==> config.mk <==
export PLATFORM = sky130hd
export DESIGN_NAME = btn_event_ctrl
export DESIGN_NICKNAME = d
export VERILOG_FILES = /design/src/rtl/btn_event_ctrl.sv
export SDC_FILE = /design/constraint.sdc
export NUM_CORES = 1
export LEC_CHECK = 0
export BUFFER_PORTS_ARGS = -buffer_cell sky130_fd_sc_hd__buf_2
export CORE_MARGIN = 2
export CORE_UTILIZATION = 55
export CTS_BUF_LIST = sky130_fd_sc_hd__clkbuf_8
export CTS_CLUSTER_SIZE = 12
export DETAILED_ROUTE_END_ITERATION = 8
export GPL_TIMING_DRIVEN = 0
export PLACE_DENSITY = 0.86
export SYNTH_ARGS = -nofsm -noshare
export SYNTH_HDL_FRONTEND = slang
export SYNTH_SLANG_ARGS = --single-unit
==> constraint.sdc <==
create_clock -name clk -period 3 [get_ports clk]
set_clock_uncertainty 0.05 [all_clocks]
set_input_delay 0.45 -clock clk [delete_from_list [all_inputs] [get_ports clk]]
set_output_delay 0.45 -clock clk [all_outputs]
set_load 0.05 [all_outputs]
==> src/rtl/btn_event_ctrl.sv <==
// btn_event_ctrl: synchronize and debounce N buttons, queue presses as pending events
// and issue them round-robin on a valid/ready port.
module btn_event_ctrl #(
    parameter int N_BTN = 4,
    parameter int TICK_DIV = 100000,
    parameter int STABLE_CNT = 4,
    localparam int ID_W = $clog2(N_BTN)
) (
    input  logic             clk,
    input  logic             reset,
    input  logic [N_BTN-1:0] btn_raw,
    output logic [N_BTN-1:0] btn_level,
    output logic             ev_valid,
    output logic [ID_W-1:0]  ev_id,
    input  logic             ev_ready,
    output logic             ev_overrun
);
    localparam int TW = $clog2(TICK_DIV);
    localparam int CW = STABLE_CNT > 1 ? $clog2(STABLE_CNT) : 1;

    logic [N_BTN-1:0] sync1_q, sync_q, level_q, level_d, pending_q, pending_d, press, clr;
    logic [CW-1:0]    cnt_q [N_BTN];
    logic [CW-1:0]    cnt_d [N_BTN];
    logic [TW-1:0]    tick_cnt_q, tick_cnt_d;
    logic [ID_W-1:0]  id_q, id_d, last_q, last_d, grant, idx;
    logic             valid_q, valid_d, overrun_q, overrun_d, tick, load, found;

    always_comb begin
        tick = tick_cnt_q == TW'(TICK_DIV - 1);
        tick_cnt_d = tick ? '0 : tick_cnt_q + 1'b1;
        level_d = level_q;
        cnt_d = cnt_q;
        press = '0;
        for (int i = 0; i < N_BTN; i++) begin
            if (tick && sync_q[i] == level_q[i]) cnt_d[i] = '0;
            else if (tick && cnt_q[i] == CW'(STABLE_CNT - 1)) begin
                level_d[i] = sync_q[i];
                cnt_d[i] = '0;
                press[i] = sync_q[i];
            end else if (tick) cnt_d[i] = cnt_q[i] + 1'b1;
        end
        // first pending index strictly after the last grant, wrapping
        grant = last_q;
        found = 1'b0;
        idx = '0;
        for (int k = 1; k <= N_BTN; k++) begin
            idx = ID_W'((int'(last_q) + k) % N_BTN);
            if (!found && pending_q[idx]) begin
                grant = idx;
                found = 1'b1;
            end
        end
        load = !valid_q || ev_ready;
        clr = (load && found) ? N_BTN'(1) << grant : '0;
        pending_d = (pending_q & ~clr) | press;
        overrun_d = |(press & pending_q & ~clr);
        valid_d = load ? found : valid_q;
        id_d = (load && found) ? grant : id_q;
        last_d = (load && found) ? grant : last_q;
    end

    always_ff @(posedge clk or posedge reset) begin
        if (reset) begin
            sync1_q <= '0;
            sync_q <= '0;
            tick_cnt_q <= '0;
            cnt_q <= '{default: '0};
            level_q <= '0;
            pending_q <= '0;
            valid_q <= 1'b0;
            id_q <= '0;
            last_q <= ID_W'(N_BTN - 1);
            overrun_q <= 1'b0;
        end else begin
            sync1_q <= btn_raw;
            sync_q <= sync1_q;
            tick_cnt_q <= tick_cnt_d;
            cnt_q <= cnt_d;
            level_q <= level_d;
            pending_q <= pending_d;
            valid_q <= valid_d;
            id_q <= id_d;
            last_q <= last_d;
            overrun_q <= overrun_d;
        end
    end

    assign btn_level = level_q;
    assign ev_valid = valid_q;
    assign ev_id = id_q;
    assign ev_overrun = overrun_q;
endmodule

=== Word level (Yosys, flattened, before mapping) ===
Cells that the tools add are included.

* Bitwise operators: 9
* Shift operators: 1
* Multiplexer cells: 38
* Add/subtract/negate cells: 9
* Reduce and logical (&&, ||, !) cells: 26
* Order comparisons: 4
* Equality and inequality tests: 9

{| class="wikitable"
|+ Operators by type and width
! operator !! number
|-
| $mux W2 || 16
|-
| $add A17 B1 Y17 const B || 1
|-
| $eq A17 B17 Y1 const B || 1
|-
| $mux W17 || 1
|-
| $mux W1 || 16
|-
| $add A2 B1 Y2 const B || 6
|-
| $and A4 B4 Y4 || 3
|-
| $logic_and A1 B1 Y1 || 12
|-
| $lt A2 B3 Y1 const B || 4
|-
| $reduce_bool A3 Y1 || 4
|-
| $bmux W1 S2 || 4
|-
| $eq A2 B2 Y1 const B || 4
|-
| $reduce_and A2 Y1 || 4
|-
| $add A2 B2 Y2 const B || 2
|-
| $eq A1 B1 Y1 || 4
|-
| $logic_not A1 Y1 || 4
|-
| $mux W4 || 1
|-
| $not A1 Y1 || 4
|-
| $not A4 Y4 || 1
|-
| $or A4 B4 Y4 || 1
|-
| $reduce_or A4 Y1 || 1
|-
| $shl A1 B2 Y4 const A || 1
|-
| $logic_or A1 B1 Y1 || 1
|}

* Input port bits: 7
* Register bits: 47
* Output and inout port bits: 8
* Logic and storage cells: 112

=== Longest topological paths before layout ===
* Depth after elaboration: 18
* Gate-level depth with buffers: 8
* Gate-level depth less buffers: 7

=== Least setup slack after synthesis ===
Ideal clock, no wire load.

* Path type: reg2reg
* Start: register tick_cnt_q[0]
* End: register tick_cnt_q[1]
* Setup slack: 1.188 ns
* Setup time: 0.120 ns
* Arrival: 1.642 ns
* Path buffers: 2
* Clock period less this slack: 1.812 ns
* Cell stages (with the launch flop): 8
* Data required time: 2.830 ns
* Cell sequence: dfrtp_1 ha_1 and4_1 clkbuf_4 nand2_4 nor3_4 buf_4 and2b_2

* Word-level cells in the longest chain between the ends: 2
* Elaborated cells on any way between the ends: 3
* Those cells by class: add/sub (1); eq/ne (1); mux (1)

{| class="wikitable"
|+ RTL lines
! element !! line !! text
|-
| start, declared || 24 || <nowiki>logic [TW-1:0] tick_cnt_q, tick_cnt_d;</nowiki>
|-
| start signal, assigned || 77 || <nowiki>tick_cnt_q <= tick_cnt_d;</nowiki>
|-
| $add A17 B1 Y17 / $eq A17 B17 Y1 (equally long branches) || 30, 29 ||
|-
| $mux W17 (*) || 30 || <nowiki>tick_cnt_d = tick ? '0 : tick_cnt_q + 1'b1;</nowiki>
|-
| via tick_cnt_d[1] || 24 ||
|}

Mark *: on every way through the listed nets, which the timed path passes. The rest lies on a longest branch.
A chain may end at the register's enable or synchronous reset.

=== Final worst setup path ===
* Start: register tick_cnt_q[0]
* End: register overrun_q, in the netlist ev_overrun

* Word-level cells in the longest chain between the ends: 7
* Elaborated cells on any way between the ends: 20
* Those cells by class: eq/ne (1); mux (8); bitwise (2); reduce/logical (9)

{| class="wikitable"
|+ RTL lines
! element !! line !! text
|-
| $eq A17 B17 Y1 (*) || 29 || <nowiki>tick = tick_cnt_q == TW'(TICK_DIV - 1);</nowiki>
|-
| $logic_and A1 B1 Y1 || 36 || <nowiki>else if (tick && cnt_q[i] == CW'(STABLE_CNT - 1)) begin</nowiki>
|-
| $mux W1 || 36 ||
|-
| $mux W1 || 35 || <nowiki>if (tick && sync_q[i] == level_q[i]) cnt_d[i] = '0;</nowiki>
|-
| $and A4 B4 Y4 (*) (2 in series) || 56 || <nowiki>overrun_d = |(press & pending_q & ~clr);</nowiki>
|-
| $reduce_or A4 Y1 (*) || 56 ||
|-
| via overrun_d || 26 || <nowiki>logic valid_q, valid_d, overrun_q, overrun_d, tick, load, found;</nowiki>
|-
| end signal, assigned || 84 || <nowiki>overrun_q <= overrun_d;</nowiki>
|-
| end, declared || 26 ||
|}

Marks and branches as above.

==> results.txt <==
----------------------------------------------------
[Layout]
  Number of nets in the layout ... 230
  Fraction of final layout cells with drive strength greater than 1 ... 19.2%
  Register cell area after layout ... 1180 sq um
  Antenna diode count ... 0
  Total of fill cells in the finished design ... 289
  Fin cells ... 267
  Multi-input gate area ... 918 sq um
  Relative area change from synthesis to final layout ... 11.2%

[GRT]
  Number of antenna violations at the first check in global routing ... 0
  Via count of the first global-routing pass ... 1361
  Grt total ovfl ... 0
  Pin count of the biggest net entering global routing ... 25
  Combined global-route utilization of all metal layers ... 18.8%
  Global-route wire length before repair ... 6.05 mm

[Timing]
  Fin crit share ... 67.9%
  Tmin final ... 2.04 ns
  Setup-violating endpoint count in the final report ... 0
  Pin slew with the least headroom to its limit ... 0.515 ns
  Final Hold Viols ... 0
  RSZ-0062 raised after global routing ... false
  Final number of max-transition violations ... 0
  Slew headroom ... 65.6%
  Maximum clock frequency ... 491 MHz
  Setup Total Neg Slack ... 0 ns

[CTS]
  Clock latency at the later pin of the worst-skew pair ... 0.30 ns
  Library cell used as clock root buffer ... sky130_fd_sc_hd__clkbuf_8
  TritonCTS buffer count ... 5
  Clock slew at the register clock pins of the worst setup and hold paths ... 0.08 ns
  Buffer levels on the longest clock path ... 2
  Cells resized by post-CTS repair ... 0
  CTS tree ... built
  Number of buffers added to fix hold violations after cts ... 0
  Sinks on the clock net ... 47
  Post-CTS repair timing setup buffer count ... 0
  Number of H-tree branching levels ... 2

[Placed design]
  IO Port Bufs ... 14
  Detail Placement HPWL ... 2.50 mm
  Final weighted congestion in routability-driven placement ... 0.767
  DP Cell Count ... 259

[Drt]
  Total vias in the final route ... 1391
  Antenna-violating nets left ... 0
  DRC Markers ... 0
  Iteration-0 DRC count of the detailed router ... 41
  Routed via count divided by cell count ... 5.21
  Wirelength, routed ... 3.44 mm
  Post-DR wirelength/cell ... 12.9 um
  First-pass iteration count of the detailed router ... 4

[Synth]
  Simple-gate area share of the yosys netlist ... 24.4%
  Post-synthesis instance total ... 196
  Dominant cell type by area after synthesis ... sky130_fd_sc_hd__dfrtp_1
  Area share of the largest cell type after synthesis ... 52.6%
  Multiplexer share of the synthesized area ... 2.57%
  Post-synthesis share of cell area spent on full adders, half adders and majority gates ... 2.92%
  Yosys warns ... 0
  Number of enable flip-flop cells after synthesis ... 0
  Post-synthesis xor/xnor area fraction ... 7.37%
  Area fraction in compound gates after synthesis ... 5.67%
  Ranking of synthesized cells by area ... sky130_fd_sc_hd__dfrtp_1, sky130_fd_sc_hd__nand2_1, sky130_fd_sc_hd__xor2_1
  Share of the yosys chip area belonging to registers ... 55.1%
  Count of distinct cell types in the synthesized netlist ... 44
  Flip-flop cell with the highest count after synthesis ... sky130_fd_sc_hd__dfrtp_1
  Synthesized area ... 2140 sq um
  Syn avg cell area ... 10.9 sq um
  Share of flip-flops with an asynchronous set or reset after synthesis ... 100%
  Largest family of logic cells by synthesized area ... simple AND/OR/NAND/NOR gates
  Syn nets ... 208
  Flop and latch count out of synthesis ... 47

[Status]
  Outcome ... finished clean

[Power]
  LEAKAGE ... 0.00124 uW
  Overall power of the completed layout ... 1360 uW
  Peak supply drop ... 0.335 mV
  Power Dens Cells ... 573 nW/um^2

[Setup path]
  Crit path max fanout ... 8
  Number of cells on the worst reg-to-reg path ... 8
  Critical Path Start Type ... register
  Setup slack of the most critical reg-to-reg path ... 0.96 ns
  Startpoint-to-endpoint class of the critical path ... reg2reg
  RR Startpoint ... tick_cnt_q[0]
  Endpoint of the lowest-slack register-to-register path ... ev_overrun
  Data arrival time at the worst-slack endpoint ... 2.21 ns
  Start point of the critical path ... tick_cnt_q[0]
  CP Capture Type ... register
  Worst setup endpoint ... ev_overrun
  Required time at the endpoint of the critical path ... 3.17 ns

[Min path]
  Min-Delay Path Class ... in2async

[Floorplanning]
  Chip height ... 66.4 um
  Core footprint ... 3690 sq um
  DIE AREA ... 4400 sq um
  Starting density of the core ... 58.0%
  Total I/O pin count ... 15
  Chip Width ... 66.4 um
  Std-Cell Rows ... 22

[Job]
  Max-cap violations ... 0

----------------------------------------------------
-- state kept, by name, indices dropped and copies added, names as in the netlist --
name        count
btn_level       4
cnt_q           8
ev_id           2
ev_overrun      1
ev_valid        1
last_q          2
pending_q       4
sync1_q         4
sync_q          4
tick_cnt_q     17
-- power by group --
group | switching [uW] | internal, uW | leakage (uW)
registers | 37.1 | 689 | 0.000608
logic | 188 | 95.9 | 0.000586
clock network | 196 | 157 | 0.0000505
total | 421 | 942 | 0.00124
-- worst max-delay path, stage by stage, from the launching register on --
cell and delay, ns:
sky130_fd_sc_hd__dfrtp_1 0.40, sky130_fd_sc_hd__ha_1 0.21, sky130_fd_sc_hd__and4_1 0.19, sky130_fd_sc_hd__clkbuf_4 0.18, sky130_fd_sc_hd__nand2_4 0.06, sky130_fd_sc_hd__nor3_4 0.35, sky130_fd_sc_hd__and4b_1 0.30, sky130_fd_sc_hd__o2bb2a_4 0.17
sky130_fd_sc_hd__o221ai_2 0.05
-- layout by cell type (no fill, tap or decap), drive strengths merged, types with 2 or more instances in the layout --
| cell | n |
|---|---|
| dfrtp | 45 |
| nand2 | 35 |
| nor2 | 19 |
| buf | 17 |
| nand3 | 11 |
| xor2 | 11 |
| o21ai | 7 |
| xnor2 | 7 |
| inv | 7 |
| clkbuf | 7 |
| ha | 5 |
| nand4 | 5 |
| mux2 | 4 |
| a21oi | 3 |
| nand2b | 3 |
| and4 | 3 |
| nor3 | 3 |
| and2b | 3 |
| nand4b | 3 |
| o21a | 2 |
| dfstp | 2 |
| nor4b | 2 |
| or3 | 2 |
-- cells by family (layout without fill, tap and decap cells) --
group,count (synthesis),after routing
and+or+nand+nor,95,95
buffers and inverters,9,32
muxes,5,5
AOI/OAI and AO/OA,17,17
xor gates and xnor gates,18,18
adders and majority gates,5,5
DFF,47,47
-- per-stage QoR --
stage | setup WS, ns | utilization [%] | hold slack, ns | cell area [sq um]
3_5_place_dp | 0.964 | 62.3 | 0.286 | 2300
5_1_grt | 0.707 | 64.5 | 0.178 | 2380
3_3_place_gp | 0.871 | 61.5 | 0.283 | 2270
6_report | 0.964 | 64.5 | 0.127 | 2380
2_1_floorplan | 1.19 | - | 0.281 | 2140
4_1_cts | 0.943 | 64.5 | 0.138 | 2380
-- area by class of cell --
type                    instances  share of cell area, %
plain buffers                   4                  0.999
clock buffers                   5                   2.89
clock inverters                 3                  0.526
inverters                       5                  0.789
multi-input cells             140                   38.6
flip-flops and latches         47                   49.6
well taps                      48                   2.52
repair buffers                 15                   4.10
-- how the worst min path moves through the flow --
stage	from	endpoint	depth (start not counted)
2_1_floorplan	sync1_q[0]	sync_q[0]	0
3_3_place_gp	sync1_q[1]	sync_q[1]	0
3_5_place_dp	sync1_q[3]	sync_q[3]	0
4_1_cts	reset	tick_cnt_q[9]	2
5_1_grt	reset	cnt_q[4]	2
6_report	reset	tick_cnt_q[14]	2
-- layer usage --
| layer | track usage [%] | wire (um) | part of all wire (%) | vias up |
|---|---|---|---|---|
| li1 | - | - | - | 711 |
| met1 | 23.8 | 1670 | 48 | 654 |
| met2 | 29.9 | 1580 | 46 | 19 |
| met4 | 9.95 | 82 | 2.4 | 0 |
| met3 | 4.60 | 116 | 3.4 | 7 |
| met5 | 0 | 0 | 0 | - |
-- cells in the mapped netlist, types with 2 or more instances --
| cell type | number |
|---|---|
| sky130_fd_sc_hd__a21oi_1 | 3 |
| sky130_fd_sc_hd__and2b_2 | 2 |
| sky130_fd_sc_hd__and4_1 | 3 |
| sky130_fd_sc_hd__dfrtp_1 | 45 |
| sky130_fd_sc_hd__dfstp_2 | 2 |
| sky130_fd_sc_hd__ha_1 | 5 |
| sky130_fd_sc_hd__inv_1 | 5 |
| sky130_fd_sc_hd__mux2_2 | 4 |
| sky130_fd_sc_hd__nand2_1 | 34 |
| sky130_fd_sc_hd__nand2b_1 | 3 |
| sky130_fd_sc_hd__nand3_1 | 11 |
| sky130_fd_sc_hd__nand4_1 | 4 |
| sky130_fd_sc_hd__nand4b_1 | 2 |
| sky130_fd_sc_hd__nor2_1 | 19 |
| sky130_fd_sc_hd__nor3_1 | 2 |
| sky130_fd_sc_hd__o21a_1 | 2 |
| sky130_fd_sc_hd__o21ai_0 | 7 |
| sky130_fd_sc_hd__xnor2_1 | 7 |
| sky130_fd_sc_hd__xor2_1 | 11 |
(Power assumes the default switching activity.)
